--- config.mk ---
export PLATFORM = sky130hd
export DESIGN_NAME = knightrider_sequencer
export DESIGN_NICKNAME = d
export VERILOG_FILES = /design/src/rtl/knightrider_sequencer.sv
export SDC_FILE = /design/constraint.sdc
export NUM_CORES = 1
export LEC_CHECK = 0
export CAP_MARGIN = 10
export CORE_MARGIN = 10
export CORE_UTILIZATION = 51
export DETAILED_ROUTE_END_ITERATION = 12
export HOLD_SLACK_MARGIN = 0.06
export PLACE_DENSITY = 0.78
export RECOVER_POWER = 50
export SKIP_LAST_GASP = 1
export SYNTH_ARGS = -nofsm -noshare
export SYNTH_HDL_FRONTEND = slang
export SYNTH_SLANG_ARGS = --single-unit
--- constraint.sdc ---
create_clock -name clk -period 2.24 [get_ports clk]
set_input_delay 0.336 -clock clk [delete_from_list [all_inputs] [get_ports clk]]
set_output_delay 0.336 -clock clk [all_outputs]
set_load 0.02 [all_outputs]
--- src/rtl/knightrider_sequencer.sv ---
// knightrider_sequencer
//   Sweeps a single lit LED back and forth across NUM_LEDS outputs, pausing
//   HOLD_STEPS steps at each end. One step is taken every 2^speed_sel rising
//   edges of slow_clk. slow_clk is only sampled as a tick source and is never
//   used as a clock.
//
//   Optional build macro: KNIGHTRIDER_TRAIL_EN
//     When defined, the previously lit position stays lit while sweeping,
//     which gives a two-LED trail. The trail is cleared at the ends (hold)
//     and in idle.
//
// Ports
//   clk        in   system clock, rising edge
//   sys_rst_n  in   asynchronous active-low reset
//   slow_clk   in   divided clock level, synchronous to clk
//   run        in   1 = sweep, 0 = idle
//   speed_sel  in   [1:0] slow_clk rising edges per step = 2^speed_sel
//   led        out  [NUM_LEDS-1:0] active-low LED drive
//   pos        out  [POS_W-1:0] current lit position
//   dir        out  0 = moving up, 1 = moving down
//   step       out  one-cycle pulse when a new pos/state becomes visible
//
// State      | meaning
// -----------+-------------------------------------------------
// S_IDLE     | run low, all LEDs off, counters cleared
// S_UP       | moving toward NUM_LEDS-1
// S_HOLD_TOP | paused at NUM_LEDS-1, counting hold steps
// S_DOWN     | moving toward 0
// S_HOLD_BOT | paused at 0, counting hold steps
module knightrider_sequencer #(
  parameter int NUM_LEDS   = 6,
  parameter int HOLD_STEPS = 2,
  parameter int POS_W      = 4
) (
  input  logic                clk,
  input  logic                sys_rst_n,
  input  logic                slow_clk,
  input  logic                run,
  input  logic [1:0]          speed_sel,
  output logic [NUM_LEDS-1:0] led,
  output logic [POS_W-1:0]    pos,
  output logic                dir,
  output logic                step
);

  typedef enum logic [2:0] {
    S_IDLE, S_UP, S_HOLD_TOP, S_DOWN, S_HOLD_BOT
  } state_t;

  localparam int HW = (HOLD_STEPS > 1) ? $clog2(HOLD_STEPS) : 1;
  localparam logic [HW-1:0]    HOLD_LAST = HW'((HOLD_STEPS > 0) ? HOLD_STEPS - 1 : 0);
  localparam logic [POS_W-1:0] P_TOP     = POS_W'(NUM_LEDS - 1);
  localparam logic [POS_W-1:0] P_NTOP    = POS_W'(NUM_LEDS - 2);

  state_t              r_state;
  logic [POS_W-1:0]    r_pos;
  logic                r_dir;
  logic                r_step;
  logic                r_slow_clk_d;
  logic [2:0]          r_tick_cnt;
  logic [HW-1:0]       r_hold_cnt;

  logic                w_tick;
  logic [3:0]          w_thr;
  logic                w_step_evt;
  logic [NUM_LEDS-1:0] w_led;

  function automatic logic [NUM_LEDS-1:0] f_led(input logic [POS_W-1:0] p);
    f_led = ~(NUM_LEDS'(1) << p);
  endfunction

  assign w_tick = slow_clk & ~r_slow_clk_d;
  assign w_thr  = (4'd1 << speed_sel) - 4'd1;
  // >= rather than == so that lowering speed_sel mid-count steps on the next
  // tick instead of wrapping the counter.
  assign w_step_evt = run && (r_state != S_IDLE) && w_tick &&
                      ({1'b0, r_tick_cnt} >= w_thr);

  always_ff @(posedge clk or negedge sys_rst_n) begin
    if (!sys_rst_n) begin
      r_state      <= S_IDLE;
      r_pos        <= '0;
      r_dir        <= 1'b0;
      r_step       <= 1'b0;
      r_slow_clk_d <= 1'b0;
      r_tick_cnt   <= '0;
      r_hold_cnt   <= '0;
    end else begin
      r_slow_clk_d <= slow_clk;
      r_step       <= 1'b0;
      if (!run) begin
        // run low beats any tick arriving on the same edge
        r_state    <= S_IDLE;
        r_pos      <= '0;
        r_dir      <= 1'b0;
        r_tick_cnt <= '0;
        r_hold_cnt <= '0;
      end else if (r_state == S_IDLE) begin
        r_state    <= S_UP;
        r_pos      <= '0;
        r_dir      <= 1'b0;
        r_tick_cnt <= '0;
      end else if (w_step_evt) begin
        r_tick_cnt <= '0;
        r_step     <= 1'b1;
        case (r_state)
          S_UP: begin
            if (r_pos != P_TOP) begin
              r_pos <= r_pos + 1'b1;
            end else if (HOLD_STEPS > 0) begin
              r_state    <= S_HOLD_TOP;
              r_hold_cnt <= '0;
              r_dir      <= 1'b1;
            end else begin
              r_state <= S_DOWN;
              r_pos   <= P_NTOP;
              r_dir   <= 1'b1;
            end
          end
          S_HOLD_TOP: begin
            if (r_hold_cnt == HOLD_LAST) begin
              r_state <= S_DOWN;
              r_pos   <= P_NTOP;
              r_dir   <= 1'b1;
            end else begin
              r_hold_cnt <= r_hold_cnt + 1'b1;
            end
          end
          S_DOWN: begin
            if (r_pos != '0) begin
              r_pos <= r_pos - 1'b1;
            end else if (HOLD_STEPS > 0) begin
              r_state    <= S_HOLD_BOT;
              r_hold_cnt <= '0;
              r_dir      <= 1'b0;
            end else begin
              r_state <= S_UP;
              r_pos   <= POS_W'(1);
              r_dir   <= 1'b0;
            end
          end
          S_HOLD_BOT: begin
            if (r_hold_cnt == HOLD_LAST) begin
              r_state <= S_UP;
              r_pos   <= POS_W'(1);
              r_dir   <= 1'b0;
            end else begin
              r_hold_cnt <= r_hold_cnt + 1'b1;
            end
          end
          default: r_state <= S_IDLE;
        endcase
      end else if (w_tick) begin
        r_tick_cnt <= r_tick_cnt + 3'd1;
      end
    end
  end

`ifdef KNIGHTRIDER_TRAIL_EN
  logic [POS_W-1:0] r_trail_pos;
  logic             r_trail_vld;
  logic             w_enter_hold;
  logic             w_pos_move;

  assign w_enter_hold = (HOLD_STEPS > 0) &&
                        (((r_state == S_UP)   && (r_pos == P_TOP)) ||
                         ((r_state == S_DOWN) && (r_pos == '0)));
  // In a hold state pos only moves on the final hold step.
  assign w_pos_move   = !w_enter_hold &&
                        ((r_state == S_UP) || (r_state == S_DOWN) ||
                         (r_hold_cnt == HOLD_LAST));

  always_ff @(posedge clk or negedge sys_rst_n) begin
    if (!sys_rst_n) begin
      r_trail_pos <= '0;
      r_trail_vld <= 1'b0;
    end else if (!run) begin
      r_trail_pos <= '0;
      r_trail_vld <= 1'b0;
    end else if (w_step_evt) begin
      if (w_enter_hold) begin
        r_trail_pos <= '0;
        r_trail_vld <= 1'b0;
      end else if (w_pos_move) begin
        r_trail_pos <= r_pos;
        r_trail_vld <= 1'b1;
      end
    end
  end
`endif

  // led is a pure decode of registered state, so it changes on the same
  // edge as pos.
  always_comb begin
    w_led = '1;
    if (r_state != S_IDLE) w_led = f_led(r_pos);
`ifdef KNIGHTRIDER_TRAIL_EN
    if (r_trail_vld) w_led = w_led & f_led(r_trail_pos);
`endif
  end

  assign led  = w_led;
  assign pos  = r_pos;
  assign dir  = r_dir;
  assign step = r_step;

endmodule

==> summary.txt <==
Outcome
  – Status: finished clean

Route
  – DRT Pass-1 Iters: 4
  – Final ANT Viol Nets: 0
  – Final wirelength: 2700 um
  – Per-cell routed wire length: 15.3 um
  – Vias per inst: 5.73
  – Detailed-route DRC error count: 0
  – 1st-iter DRT viols: 32
  – Vias: 1015

Die
  – Die span in y: 64.9 um
  – Die Wd: 64.9 um
  – Site Rows: 16
  – Die area: 0.00422 mm^2
  – Io pins: 18
  – Starting Density: 53.0%
  – CORE AREA: 0.00194 mm^2

Flow run
  – Max-Cap Viols: 0

Layout
  – Ant. Diodes: 0
  – Share of post-route cells with drive strength above 1: 20.7%
  – Final core occ: 70.6%
  – Nets: 164
  – Area added between synthesis and finish: 33.0%

Timing
  – Final worst path period share: 96.9%
  – Slew @ Worst Pin: 0.658 ns
  – Clk_skew: 0.00343 ns
  – Fmax: 461 MHz
  – Finish-stage setup viols: 0
  – Min Tclk post-route: 2.17 ns
  – Fin. Hold Viols: 0
  – Max-slew headroom: 56.0%
  – Final setup TNS: 0 ns
  – Max-slew violations: 0

Placed design
  – GPL Wtd Cong: 0.874
  – Port bufs: 17
  – Final HPWL DP: 2070 um

Yosys
  – Sequential share of the synthesized area: 34.0%
  – Ys async rst share: 100%
  – Synth area leader: dfrtp_1
  – EDFF count, synth: 0
  – Most common flop cell mapped by yosys: dfrtp_1
  – Avg Cell Area, Syn: 8.58 um^2
  – Seq cells post-synth: 14
  – Yosys top cell area share: 34.0%
  – Synth Net Count: 133
  – Warnings, synthesis: 0
  – Cells after synthesis: 120
  – Synth cell types: 38
  – Mapped cell area: 0.00103 mm^2
  – Most frequent cell after synthesis: dfrtp_1
  – Synth top area cells: dfrtp_1 (34%), ha_1 (7.3%), nand2_1 (4.7%)
  – Leading post-synthesis cells by instance count: dfrtp_1 (14), nand2_1 (13), nor2_1 (13), a21oi_1 (8), inv_1 (8)

Global routing
  – Met2 Usage GRT: 23.4%
  – GRT busiest layer: met2
  – GRT Util Overall: 12.9%
  – GR Overflow Total: 0
  – Initial antenna violation count: 0
  – Met1 usage in global routing: 13.8%
  – Global-route wire length before repair: 4400 um
  – Met3 Use GR: 2.75%
  – Vias in the first global route: 1003
  – Largest net degree at the start of global routing: 15

Critical path
  – CP delay by family, top: buffers and inverters
  – CP max-delay cell: clkdlybuf4s50_1
  – R2R Path End: pos[3]$_DFFE_PN0P_
  – Crit-path cells: clkdlybuf4s50_1, or2_2, ha_1, nor2b_1, o21ai_1, buf_4, a21oi_2, buf_6, o41ai_1, a221o_1
  – Critical path peak fanout: 8
  – Crit-path max cell delay: 0.42 ns
  – Kind of critical path: input port to flip-flop
  – Reg2Reg Setup Slack: 0.11 ns
  – Reg2reg path depth: 9
  – Buf/Inv on CP: 3
  – Crit. End Element: flip-flop
  – R2r startpoint: r_state[0]$_DFFE_PN0P_
  – Req. time, crit path: 2.42 ns
  – Critical Path AT: 2.35 ns
  – Startpoint types: input port

Clock network
  – Clock transition at the registers of the reported paths: 0.09 ns
  – CTS Sinks: 14
  – TritonCTS buffer count: 3
  – # hold bufs at CTS: 0
  – Clock insertion delay at the later pin of the skew report: 0.30 ns
  – Post CTS Setup Buffer Count: 0
  – CTS tree: built
  – H-tree levels: 1
  – Clk root buf: clkbuf_4
  – Worst-case clock buffer depth: 2

Power
  – Max rail drop VDD: 0.733 mV
  – Cell Pwr Density: 1070 mW/mm^2
  – P_leak: 0.621 nW

Min path
  – HP Class: input port to asynchronous set/reset pin
[how the worst max path moves through the flow]
stage                            from                 end  slack, ns  cells after the start
2_1_floorplan            speed_sel[1]  pos[0]$_DFFE_PN0P_       0.11                      7
4_1_cts        r_state[1]$_DFFE_PN0P_              led[4]      0.008                      5
3_5_place_dp             speed_sel[1]  pos[0]$_DFFE_PN0P_      -0.29                      9
3_3_place_gp             speed_sel[1]  pos[0]$_DFFE_PN0P_      -0.22                      9
6_report                 speed_sel[1]  pos[0]$_DFFE_PN0P_       0.07                     10
5_1_grt                  speed_sel[1]  pos[0]$_DFFE_PN0P_      -0.02                     11
[layout by cell type (no fill, tap or decap), types with 2 or more instances in the layout]
cell / instances
a211oi_1: 3
a21o_1: 2
a21oi_1: 8
buf_4: 13
clkbuf_4: 3
clkdlybuf4s50_1: 6
dfrtp_1: 14
dlygate4sd2_1: 3
dlygate4sd3_1: 5
dlymetal6s2s_1: 3
ha_1: 6
inv_1: 8
mux2_2: 2
nand2_1: 13
nand2b_1: 4
nand3_1: 3
nand3b_1: 2
nor2_1: 13
nor2b_1: 3
nor4_1: 2
o21ai_0: 6
or2_2: 2
or3_1: 3
xnor2_1: 2
[where the power goes]
part           internal [mW]  switching [mW]  leakage (nW)  total [mW]
Sequential             0.304          0.0391         0.188       0.343
Clock                 0.0993          0.0921        0.0210       0.191
Combinational          0.416           0.511         0.412       0.927
[logic make-up after synthesis]
logic type      Yosys count  share of synthesized area (%)
flops                    14                           34.0
xor+xnor                  3                           2.55
fa+ha+maj                 7                           9.23
mux                       2                           2.19
buf+inv                  13                           5.47
compound gates           31                           22.2
simple gates             50                           24.3
[flip-flops by register name, summed over array words and instances, names as in the netlist]
signal / cells
pos: 4
r_tick_cnt: 3
r_slow_clk_d: 1
dir: 1
r_state: 3
r_hold_cnt: 1
step: 1
[per-layer routing]
metal	wire, um	share of wire, %
met1	1080	40
met2	1430	53
met3	139	5.1
met4	49	1.8
met5	0	0
[worst register-to-register path, stage by stage, from the launching register on]
cell	delay (ns)
dfrtp_1	0.38
buf_4	0.18
nand2b_1	0.15
nor2_1	0.20
ha_1	0.27
a21o_1	0.18
a21oi_1	0.18
xor2_1	0.12
a211oi_1	0.23
o32ai_1	0.12
[per-stage QoR]
stage / worst slack (ns) / power [mW] / instance area, um^2 / cells / hold WS, ns
floorplan: 0.105 / 0.937 / 1030 / 120 / 0.0404
global placement: -0.225 / 1.22 / 1310 / 173 / 0.479
detailed placement: -0.293 / 1.27 / 1310 / 173 / 0.485
CTS: 0.00789 / 1.45 / 1360 / 177 / 0.452
global route: -0.0236 / 1.57 / 1370 / 177 / 0.533
finish: 0.0687 / 1.46 / 1370 / 177 / 0.501
[layout make-up]
class	count	area (um^2)
Clock buffer	4	36.3
Fill cell	170	572
Inverter	8	30.0
Multi-Input combinational cell	93	637
Sequential cell	14	350
Tap cell	27	33.8
Timing Repair Buffer	31	283
[timing repair]
action	CTS	global route
pin swaps	0	0
resized for setup	5	5
endpoints found under the setup margin	6	4
hold endpoints to repair	0	0
Note: power is estimated with default switching activity, not from simulation.
